File: config.mk
export PLATFORM = sky130hd
export DESIGN_NAME = cpu_core
export DESIGN_NICKNAME = d
export VERILOG_FILES = /design/src/rtl/cpu_core.sv
export SDC_FILE = /design/constraint.sdc
export NUM_CORES = 1
export LEC_CHECK = 0
export CORE_UTILIZATION = 40
export CTS_CLUSTER_DIAMETER = 100
export DETAILED_ROUTE_END_ITERATION = 8
export SLEW_MARGIN = 10
export SYNTH_ARGS = -nofsm -noshare
export SYNTH_HDL_FRONTEND = slang
export SYNTH_SLANG_ARGS = --single-unit
File: constraint.sdc
create_clock -name clk -period 4.7 [get_ports clk]
set_input_delay 0.94 -clock clk [delete_from_list [all_inputs] [get_ports clk]]
set_output_delay 0.94 -clock clk [all_outputs]
set_load 0.02 [all_outputs]
File: src/rtl/cpu_core.sv
// Multi-cycle accumulator-free core: 16-bit instructions, small register file, zx/nx/zy/ny/f/no ALU,
// separate instruction and data ports with req/ready handshakes.
module cpu_core #(
  parameter int                WIDTH    = 16,
  parameter int                NUM_REGS = 3,
  parameter int                PC_W     = 16,
  parameter logic [PC_W-1:0]   RESET_PC = '0
) (
  input  logic             clk,
  input  logic             reset,
  output logic [PC_W-1:0]  imem_addr,
  output logic             imem_req,
  input  logic [15:0]      imem_rdata,
  input  logic             imem_ready,
  output logic [WIDTH-1:0] dmem_addr,
  output logic [WIDTH-1:0] dmem_wdata,
  output logic             dmem_we,
  output logic             dmem_req,
  input  logic [WIDTH-1:0] dmem_rdata,
  input  logic             dmem_ready,
  output logic [WIDTH-1:0] alu_out,
  output logic             halted
);

  typedef enum logic [1:0] {S_FETCH, S_EXEC, S_MEM, S_HALT} state_t;

  localparam logic [1:0] OP_SYS = 2'b00;
  localparam logic [1:0] OP_LD  = 2'b01;
  localparam logic [1:0] OP_ST  = 2'b10;
  localparam logic [1:0] OP_ALU = 2'b11;

  state_t            state, next_state;
  logic [PC_W-1:0]   pc;
  logic [15:0]       ir;
  logic [WIDTH-1:0]  regs [0:3];
  logic [WIDTH-1:0]  alu_q, maddr, mwdata;
  logic              we_q, z;

  logic [1:0]        op, rd, ra, rb;
  logic              zx, nx, zy, ny, fsel, no;
  logic [WIDTH-1:0]  rf_a, rf_b, x, y, alu_res;
  logic              unused_bits;

  assign op = ir[15:14];
  assign rd = ir[13:12];
  assign ra = ir[11:10];
  assign rb = ir[9:8];
  assign {zx, nx, zy, ny, fsel, no} = ir[7:2];
  assign unused_bits = ^ir[1:0];

  // Index 0 and indices beyond NUM_REGS behave as a hard-wired zero register.
  function automatic logic reg_ok(input logic [1:0] idx);
    return (idx != 2'd0) && (int'(idx) <= NUM_REGS);
  endfunction

  assign rf_a = reg_ok(ra) ? regs[ra] : '0;
  assign rf_b = reg_ok(rb) ? regs[rb] : '0;

  // NOTE: every variable gets a value before any conditional update, so no latch is inferred.
  always_comb begin
    x = rf_a;
    y = rf_b;
    if (zx) x = '0;
    if (nx) x = ~x;
    if (zy) y = '0;
    if (ny) y = ~y;
    alu_res = fsel ? (x + y) : (x & y);
    if (no) alu_res = ~alu_res;
  end

  // NOTE: sequential state uses non-blocking assignments so all registers update together.
  always_ff @(posedge clk or posedge reset) begin
    if (reset) state <= S_FETCH;
    else       state <= next_state;
  end

  always_comb begin
    next_state = state;
    case (state)
      S_FETCH: if (imem_ready) next_state = S_EXEC;
      S_EXEC: begin
        if (op == OP_SYS && ra == 2'd0)      next_state = S_HALT;
        else if (op == OP_LD || op == OP_ST) next_state = S_MEM;
        else                                 next_state = S_FETCH;
      end
      S_MEM:   if (dmem_ready) next_state = S_FETCH;
      default: next_state = S_HALT;
    endcase
  end

  // Gating with reset keeps the fetch request low while reset is held.
  always_comb begin
    imem_req = (state == S_FETCH) && !reset;
    dmem_req = (state == S_MEM);
    halted   = (state == S_HALT);
  end

  // NOTE: the register file is reset explicitly because software relies on registers starting at zero.
  always_ff @(posedge clk or posedge reset) begin
    if (reset) begin
      pc     <= RESET_PC;
      ir     <= '0;
      alu_q  <= '0;
      z      <= 1'b0;
      maddr  <= '0;
      mwdata <= '0;
      we_q   <= 1'b0;
      for (int i = 0; i < 4; i++) regs[i] <= '0;
    end else begin
      case (state)
        S_FETCH: if (imem_ready) ir <= imem_rdata;
        S_EXEC: begin
          case (op)
            OP_ALU: begin
              if (reg_ok(rd)) regs[rd] <= alu_res;
              alu_q <= alu_res;
              z     <= (alu_res == '0);
              pc    <= pc + PC_W'(1);
            end
            OP_SYS: if (ra != 2'd0) pc <= z ? PC_W'(rf_a) : pc + PC_W'(1);
            default: begin
              maddr  <= rf_a;
              mwdata <= rf_b;
              we_q   <= (op == OP_ST);
            end
          endcase
        end
        S_MEM: begin
          if (dmem_ready) begin
            if (!we_q && reg_ok(rd)) regs[rd] <= dmem_rdata;
            pc <= pc + PC_W'(1);
          end
        end
        default: ;
      endcase
    end
  end

  assign imem_addr  = pc;
  assign dmem_addr  = maddr;
  assign dmem_wdata = mwdata;
  assign dmem_we    = we_q && dmem_req;
  assign alu_out    = alu_q;

endmodule
==> results.json, run 1 <==
{
  "grt_usage_pct": 25.20,
  "cts.repair.resized": 0,
  "drt-initial-drc-count": 599,
  "crit_path_end_kind": "register",
  "cts_setup_buffers": 0,
  "ys_seq_area_share_pct": 41.49,
  "die_area_mm2": 0.02016,
  "crit_slowest_cell": "dfrtp_1",
  "syn_inst": 884,
  "grt_pass1_vias": 6530,
  "clk_pin_slew_worst_paths_ns": 0.06,
  "synth.area.top_cells": "dfrtp_1, nand2_1, o21ai_0, mux2_2, xor2_1",
  "clock_path_buffers": 2,
  "rows": 50,
  "ios": 104,
  "core_mm2": 0.01896,
  "critPathBufInv": 1,
  "syn_nets": 941,
  "grt_pass1_wl_um": 37680,
  "drive_gt1_share_pct": 13.54,
  "numCtsBuffers": 17,
  "wl_per_cell_um": 19.49,
  "area_delta_synth_final_pct": 24.56,
  "max_freq_mhz": 235.7,
  "synth_edf_count": 0,
  "r2r_slack_ns": 0.46,
  "start_util_pct": 41.36,
  "relSlewSlack_pct": 26.98,
  "final_nets": 1037,
  "synthFlopType": "dfrtp_1",
  "drv_slew": 0,
  "cts_sinks": 130,
  "rsz0062_at_grt": "no",
  "cts_tree": "done",
  "fillers": 1816,
  "place.port_buffers": 101,
  "period_share_pct": 90.28,
  "worstMarginPinSlew_ns": 1.095,
  "hpwlAfterDp_um": 17340,
  "regArea_mm2": 0.003253,
  "finalSetupViolCount": 0,
  "synth_area_mm2": 0.007840,
  "start_kind": "register",
  "vias_per_cell": 5.564,
  "h-tree-depth": 4,
  "synth_seq_cells": 130,
  "clock_skew_ns": 0.008243,
  "num_vias": 6955,
  "cp.required_ns": 4.99,
  "cp_cell_sequence": "buf_4 > mux2_2 > a22oi_1 > nor2_1 > xor2_1 > ha_1 > and2_4 > a221oi_2 > a21oi_2 > o311ai_4 > mux2_4 > a31oi_1 > o21bai_4 > o21ai_1",
  "postRouteAntennaNets": 0,
  "synth_area_leader_cell": "dfrtp_1",
  "die_height_um": 142,
  "final_cell_mix": "nand2_1, dfrtp_1, o21ai_0",
  "cts_root_buf": "clkbuf_16",
  "synth_top_area_share_pct": 41.49,
  "multi_input_area_mm2": 0.004282,
  "drv_cap": 0,
  "async_flop_share_pct": 100.0,
  "post-route-min-period_ns": 4.243,
  "dr.pass1.iters": 5,
  "layout_commonest_cell": "nand2_1",
  "netlist-cell-type-count": 73,
  "critPathKind": "reg2reg",
  "insertion_delay_ns": 0.42,
  "cp.arrival_ns": 4.53,
  "gp_congestion": 0.8896,
  "grt-ovfl-total": 0,
  "antenna_found_initial": 0,
  "drc": 0,
  "ctsHoldBuffers": 0,
  "min_path_type": "reg2reg",
  "wl_um": 24360,
  "hold_viol": 0,
  "critPathMaxStageDelay_ns": 0.51,
  "outcome": "complete, no violations",
  "cp_max_fo": 13,
  "antenna_cells": 0,
  "yosysWarningCount": 0,
  "setup_tns_ns": 0,
  "crit_family": "compound AO/OA/AOI/OAI gates",
  "grt_max_degree": 69,
  "die_w_um": 142,
  "synth.avg_cell_area_um2": 8.869
}
## final timing paths
| check | from | to | cells after the start |
|---|---|---|---|
| worst max-delay path | ir[11] | regs[45] | 14 |
| worst min-delay path | dmem_addr[9] | dmem_addr[9] | 2 |
| worst max register to register | ir[11] | regs[45] | 14 |
| worst min register to register | dmem_addr[9] | dmem_addr[9] | 2 |
| max in group asynchronous | reset | regs[21] | 3 |
| min in group asynchronous | reset | state[1] | 2 |
## synth_stat cells (3+ instances only)
master,number
nand3b_1,5
and3_1,6
nor2_1,68
xor2_1,33
a31oi_1,7
o22ai_1,3
o31ai_1,4
or3_1,6
nor2b_1,7
or2_2,5
nand2b_1,3
a21o_1,7
a22oi_1,32
o21ai_0,104
nand2_1,141
a22o_1,6
mux2i_1,6
inv_1,11
a21oi_1,44
nand3_1,17
xnor2_1,13
o21a_1,11
o211ai_1,5
nand4_1,9
buf_2,5
nor3b_1,3
nor3_1,6
mux2_2,44
o21ai_1,18
buf_1,4
dfrtp_1,130
a211oi_1,3
ha_1,20
clkbuf_1,46
## routing by layer
metal	up-vias	share of wire (%)	track usage (%)
met5	-	0	0
met4	0	3.0	9.791
met3	34	5.9	4.071
met2	266	45	38.83
met1	3317	46	35.37
li1	3338	-	-
## worst register-to-register path: stages, from the launching register on
cell	delay (ns)
dfrtp_1	0.51
buf_4	0.30
mux2_2	0.37
a22oi_1	0.32
nor2_1	0.09
xor2_1	0.17
ha_1	0.35
and2_4	0.19
a221oi_2	0.37
a21oi_2	0.22
o311ai_4	0.38
mux2_4	0.35
a31oi_1	0.22
o21bai_4	0.18
o21ai_1	0.09
## cell families (layout without fill, tap and decap cells)
logic type      Yosys count  in the layout  synth area share [%]
simple gates            288            288                 16.45
compound gates          274            274                 22.01
flops                   130            130                 41.49
buf+inv                  73            179                 3.990
mux                      52             52                 7.469
xor+xnor                 46             46                 5.139
fa+ha+maj                21             21                 3.447
## state kept, by name, indices dropped and copies added, names as in the netlist
signal / cells
alu_out: 16
dmem_addr: 16
dmem_wdata: 16
imem_addr: 16
ir: 14
regs: 48
state: 2
we_q: 1
z: 1
## through the flow
stage / util [%] / hold slack, ns / instances / instance area (um2) / worst slack (ns)
2_1_floorplan: - / 0.4604 / 884 / 7840 / 0.2907
4_1_cts: 51.52 / 0.4837 / 1250 / 9766 / 0.4475
3_5_place_dp: 48.56 / 0.4709 / 1221 / 9205 / 0.5045
3_3_place_gp: 48.56 / 0.4609 / 1221 / 9205 / 0.5508
5_1_grt: 51.52 / 0.4970 / 1250 / 9766 / 0.2272
6_report: 51.52 / 0.4743 / 1250 / 9766 / 0.4569
## final cells by class
cell class | instances | area share, %
timing repair buffer | 137 | 13.25
clock inverter | 8 | 0.8200
tap | 260 | 3.331
sequential | 130 | 33.31
multi-input combinational | 681 | 43.84
inverter | 13 | 0.5253
clock buffer | 21 | 4.920
Power of run 1 is left out: the tool's default activity adds up to more than one toggle a clock period on the data nets, which glitch-free logic cannot reach.
==> run 2: changes to the inputs <==
Settings changed: CAP_MARGIN set to 20, TNS_END_PERCENT set to 10.
==> run 2 against run 1 <==
  * Clock skew barely moved
  * Critical path type unchanged
  * Register-to-register slack is essentially flat
  * Utilization increased by 0.11 points
  * Count of clock-buffer cells in the layout did not move
  * Critical endpoint is now regs[40]
  * First-iteration DRC count down 2.8%
  * Sequential share of layout area shrank 0.068 points
  * Worst setup slack gained 0.0052 ns
  * Die area is the same
==> results.json, run 2 (same netlist as run 1, synthesis figures left out) <==
{
  "start_kind": "register",
  "ctsHoldBuffers": 0,
  "rsz0062_at_grt": "no",
  "drt-initial-drc-count": 582,
  "placed_cells": 1221,
  "setup_tns_ns": 0,
  "cp.required_ns": 4.99,
  "h-tree-depth": 4,
  "regArea_mm2": 0.003253,
  "start_util_pct": 41.36,
  "max_freq_mhz": 236.0,
  "grt_pass1_wl_um": 37680,
  "cts_tree": "done",
  "crit_family": "compound AO/OA/AOI/OAI gates",
  "final_cell_mix": "nand2_1, dfrtp_1, o21ai_0",
  "drv_slew": 0,
  "antenna_found_initial": 0,
  "wl_per_cell_um": 19.52,
  "clock_path_buffers": 2,
  "finalSetupViolCount": 0,
  "hpwlAfterDp_um": 17340,
  "layout_commonest_cell": "nand2_1",
  "fin_cells": 1251,
  "outcome": "complete, no violations",
  "critPathKind": "reg2reg",
  "insertion_delay_ns": 0.42,
  "crit_path_end_kind": "register",
  "place.port_buffers": 101,
  "hold_viol": 0,
  "dr.pass1.iters": 8,
  "clock_skew_ns": 0.008066,
  "drive_gt1_share_pct": 13.62,
  "num_vias": 6936,
  "fillers": 1811,
  "critPathMaxStageDelay_ns": 0.51,
  "cp_cell_sequence": "mux2_2 > a22oi_1 > nor2_1 > xor2_1 > ha_1 > fa_1 > a211o_2 > a21oi_1 > a21o_1 > xnor2_1 > mux2i_1 > xnor2_1 > o21a_1 > a21oi_1",
  "area_delta_synth_final_pct": 24.82,
  "min_path_type": "reg2reg",
  "cts_root_buf": "clkbuf_16",
  "grt_pass1_vias": 6530,
  "rows": 50,
  "wl_um": 24420,
  "antenna_cells": 0,
  "cts.repair.resized": 0,
  "numCtsBuffers": 17,
  "relSlewSlack_pct": 28.25,
  "drc": 0,
  "largest_reg_flops": 48,
  "die_height_um": 142,
  "clk_pin_slew_worst_paths_ns": 0.06,
  "final_nets": 1038,
  "period_share_pct": 90.17,
  "die_w_um": 142,
  "grt-ovfl-total": 0,
  "core_mm2": 0.01896,
  "die_area_mm2": 0.02016,
  "vias_per_cell": 5.544,
  "regMostFlops": "regs",
  "cts_sinks": 130,
  "post-route-min-period_ns": 4.238,
  "drv_cap": 0,
  "cp_max_fo": 7,
  "final_util_pct": 51.62,
  "grt_max_degree": 69,
  "grt_usage_pct": 25.20,
  "worstMarginPinSlew_ns": 1.076,
  "gp_congestion": 0.8896,
  "crit_slowest_cell": "dfrtp_1",
  "ios": 104,
  "cp.arrival_ns": 4.53,
  "postRouteAntennaNets": 0,
  "cts_setup_buffers": 0,
  "multi_input_area_mm2": 0.004282,
  "critPathBufInv": 0
}
run 2: cell count changes in the layout (fill, tap and decap cells not counted):
cell    previous run  this run
buf_12             1         2
run 2: path summary, 6_finish.rpt:
path                              startpoint            end  slack [ns]  cells past startpoint
worst max-delay path                  ir[11]       regs[40]        0.46                     14
worst min-delay path            dmem_addr[9]   dmem_addr[9]        0.47                      2
worst max register to register        ir[11]       regs[40]        0.46                     14
worst min register to register  dmem_addr[9]   dmem_addr[9]        0.47                      2
max in group asynchronous              reset              z        2.75                      3
min in group asynchronous              reset  imem_addr[13]        1.09                      2
run 2: metrics by stage:
step	setup WS [ns]	hold WS (ns)	cell area (um2)
floorplan	0.2907	0.4604	7840
global placement	0.5508	0.4609	9205
detailed placement	0.5045	0.4709	9205
CTS	0.4475	0.4837	9766
global route	0.2003	0.4970	9786
finish	0.4621	0.4745	9786
run 2: final cells by class:
class | count | area share, %
inverter | 13 | 0.5242
clock buffer | 21 | 4.910
multi-input combinational | 681 | 43.75
tap | 260 | 3.324
sequential | 130 | 33.24
timing repair buffer | 138 | 13.43
clock inverter | 8 | 0.8183
run 2: per-layer routing:
layer	wire [um]	GRT usage [%]	vias up
met5	0	0	-
met4	786	9.791	0
met3	1558	4.071	33
met2	10850	38.83	275
met1	11220	35.37	3290
li1	-	-	3338
run 2: worst reg2reg max path, stage by stage (launching register included):
cell,delay [ns]
dfrtp_1,0.51
mux2_2,0.37
a22oi_1,0.42
nor2_1,0.10
xor2_1,0.17
ha_1,0.25
fa_1,0.49
a211o_2,0.37
a21oi_1,0.19
a21o_1,0.20
xnor2_1,0.13
mux2i_1,0.13
xnor2_1,0.41
o21a_1,0.27
a21oi_1,0.09
Power of run 2 is left out for the same reason.
==> run 3: changes to the inputs <==
Settings changed: CORE_MARGIN set to 5, DONT_BUFFER_PORTS set to 1.
==> run 3 against run 2 <==
  * Clock skew is 0.00072 ns lower
  * Non-clock buffer count is 89 lower
  * Worst setup slack worse by 0.10 ns
  * Register-to-register slack got worse by 0.10 ns
  * Global-route usage is 3.2 points lower
  * Sequential share of layout area is 3.1 points higher
  * Flip-flop and latch count stayed put
  * Utilization fell by 5.5 points
  * Maximum frequency shrank 2.4%
  * Routed wire length up 0.30%
  * Via count is 3.7% lower
  * Hold slack worse by 0.16 ns
==> results.json, run 3 (same netlist as run 1, synthesis figures left out) <==
{
  "grt_usage_pct": 22.03,
  "area_delta_synth_final_pct": 14.22,
  "hold_viol": 0,
  "dr.pass1.iters": 5,
  "numCtsBuffers": 17,
  "rr_worst_depth": 15,
  "worstMarginPinSlew_ns": 0.8335,
  "ios": 104,
  "start_kind": "register",
  "cts.repair.resized": 0,
  "outcome": "complete, no violations",
  "layout_commonest_cell": "nand2_1",
  "grt_max_degree": 108,
  "rows": 51,
  "min_path_type": "in2async",
  "setup.worst_path.start": "ir[11]",
  "clock_path_buffers": 2,
  "place.port_buffers": 0,
  "period_share_pct": 92.36,
  "start_util_pct": 40.42,
  "final_nets": 949,
  "drv_slew": 0,
  "post-route-min-period_ns": 4.341,
  "drt-initial-drc-count": 614,
  "cp.arrival_ns": 4.63,
  "antenna_found_initial": 2,
  "clk_pin_slew_worst_paths_ns": 0.06,
  "finalSetupViolCount": 0,
  "wl_um": 24490,
  "gp_congestion": 0.8850,
  "cts_setup_buffers": 0,
  "cp-endpoint": "regs[46]",
  "rr_startpoint": "ir[11]",
  "drc": 0,
  "grt_pass1_wl_um": 37410,
  "grt_pass1_vias": 6373,
  "insertion_delay_ns": 0.43,
  "ctsHoldBuffers": 0,
  "fin_cells": 1170,
  "hpwlAfterDp_um": 17550,
  "cts_tree": "done",
  "h-tree-depth": 4,
  "max_freq_mhz": 230.4,
  "grt-ovfl-total": 0,
  "antenna_cells": 0,
  "final_cell_mix": "nand2_1, dfrtp_1, o21ai_0",
  "largest_reg_flops": 48,
  "die_height_um": 150,
  "clock_skew_ns": 0.007350,
  "die_area_mm2": 0.02250,
  "relSlewSlack_pct": 44.28,
  "setup_tns_ns": 0,
  "vias_per_cell": 5.709,
  "die_w_um": 150,
  "crit_path_end_kind": "register",
  "cts_sinks": 130,
  "r2r_end": "regs[46]",
  "cts_root_buf": "clkbuf_16",
  "drv_cap": 0,
  "wl_per_cell_um": 20.93,
  "num_vias": 6680,
  "placed_cells": 1136,
  "postRouteAntennaNets": 0,
  "rsz0062_at_grt": "no",
  "drive_gt1_share_pct": 16.46,
  "r2r_slack_ns": 0.36,
  "regMostFlops": "regs",
  "core_mm2": 0.01940,
  "critPathKind": "reg2reg",
  "cp_max_fo": 15,
  "cp.required_ns": 4.99
}
-- run 3: changes by cell type in the layout (fill, tap and decap cells not counted), moves of 2 or more --
| cell | change |
|---|---|
| clkdlybuf4s50_1 | -101 |
| buf_4 | +12 |
| clkbuf_8 | +2 |
| clkinvlp_4 | -3 |
| bufinv_16 | +2 |
-- run 3: how the worst min path moves through the flow --
stage	end	from	depth (start not counted)	slack (ns)
floorplan	regs[0]	regs[0]	2	0.46
global placement	regs[4]	regs[4]	2	0.48
detailed placement	regs[32]	regs[32]	2	0.49
CTS	regs[32]	regs[32]	2	0.50
global route	imem_addr[2]	reset	1	0.31
finish	imem_addr[2]	reset	1	0.31
-- run 3: layout make-up --
cell class	count	area, um2
Tap cell	265	331.6
Clock inverter	8	122.6
Clock buffer	24	511.7
Inverter	13	53.80
Multi-Input combinational cell	681	4282
Fill cell	1947	10440
Timing Repair Buffer	49	400.4
Sequential cell	130	3253
-- run 3: worst max-delay path, stage by stage (launching register included) --
cell      delay [ns]
dfrtp_1         0.51
buf_4           0.25
nor2b_1         0.15
buf_4           0.23
a22oi_1         0.50
nor2_1          0.11
xor2_1          0.17
ha_1            0.40
a211o_2         0.40
nand2_1         0.08
a21boi_0        0.14
or3_1           0.36
a31o_2          0.27
nand3_1         0.10
a21boi_0        0.37
o21ai_0         0.14
-- run 3: metal layers --
metal  wire length [um]  part of all wire [%]  track usage [%]
met5                 34                  0.14                0
met3               2231                   9.1            7.450
met4                448                   1.8            6.404
met1              10990                    45            29.80
met2              10790                    44            33.61
-- run 3: metrics by stage --
stage                     cell area, um2  worst slack [ns]  util [%]  hold WS (ns)
after detailed placement            8273            0.3925     42.65        0.4886
after floorplan                     7840            0.2907         -        0.4604
after global routing                8955            0.1739     46.16        0.3087
final                               8955            0.3591     46.16        0.3141
after global placement              8273            0.4373     42.65        0.4757
after CTS                           8907            0.3764     45.92        0.5016
Power of run 3 is left out for the same reason.
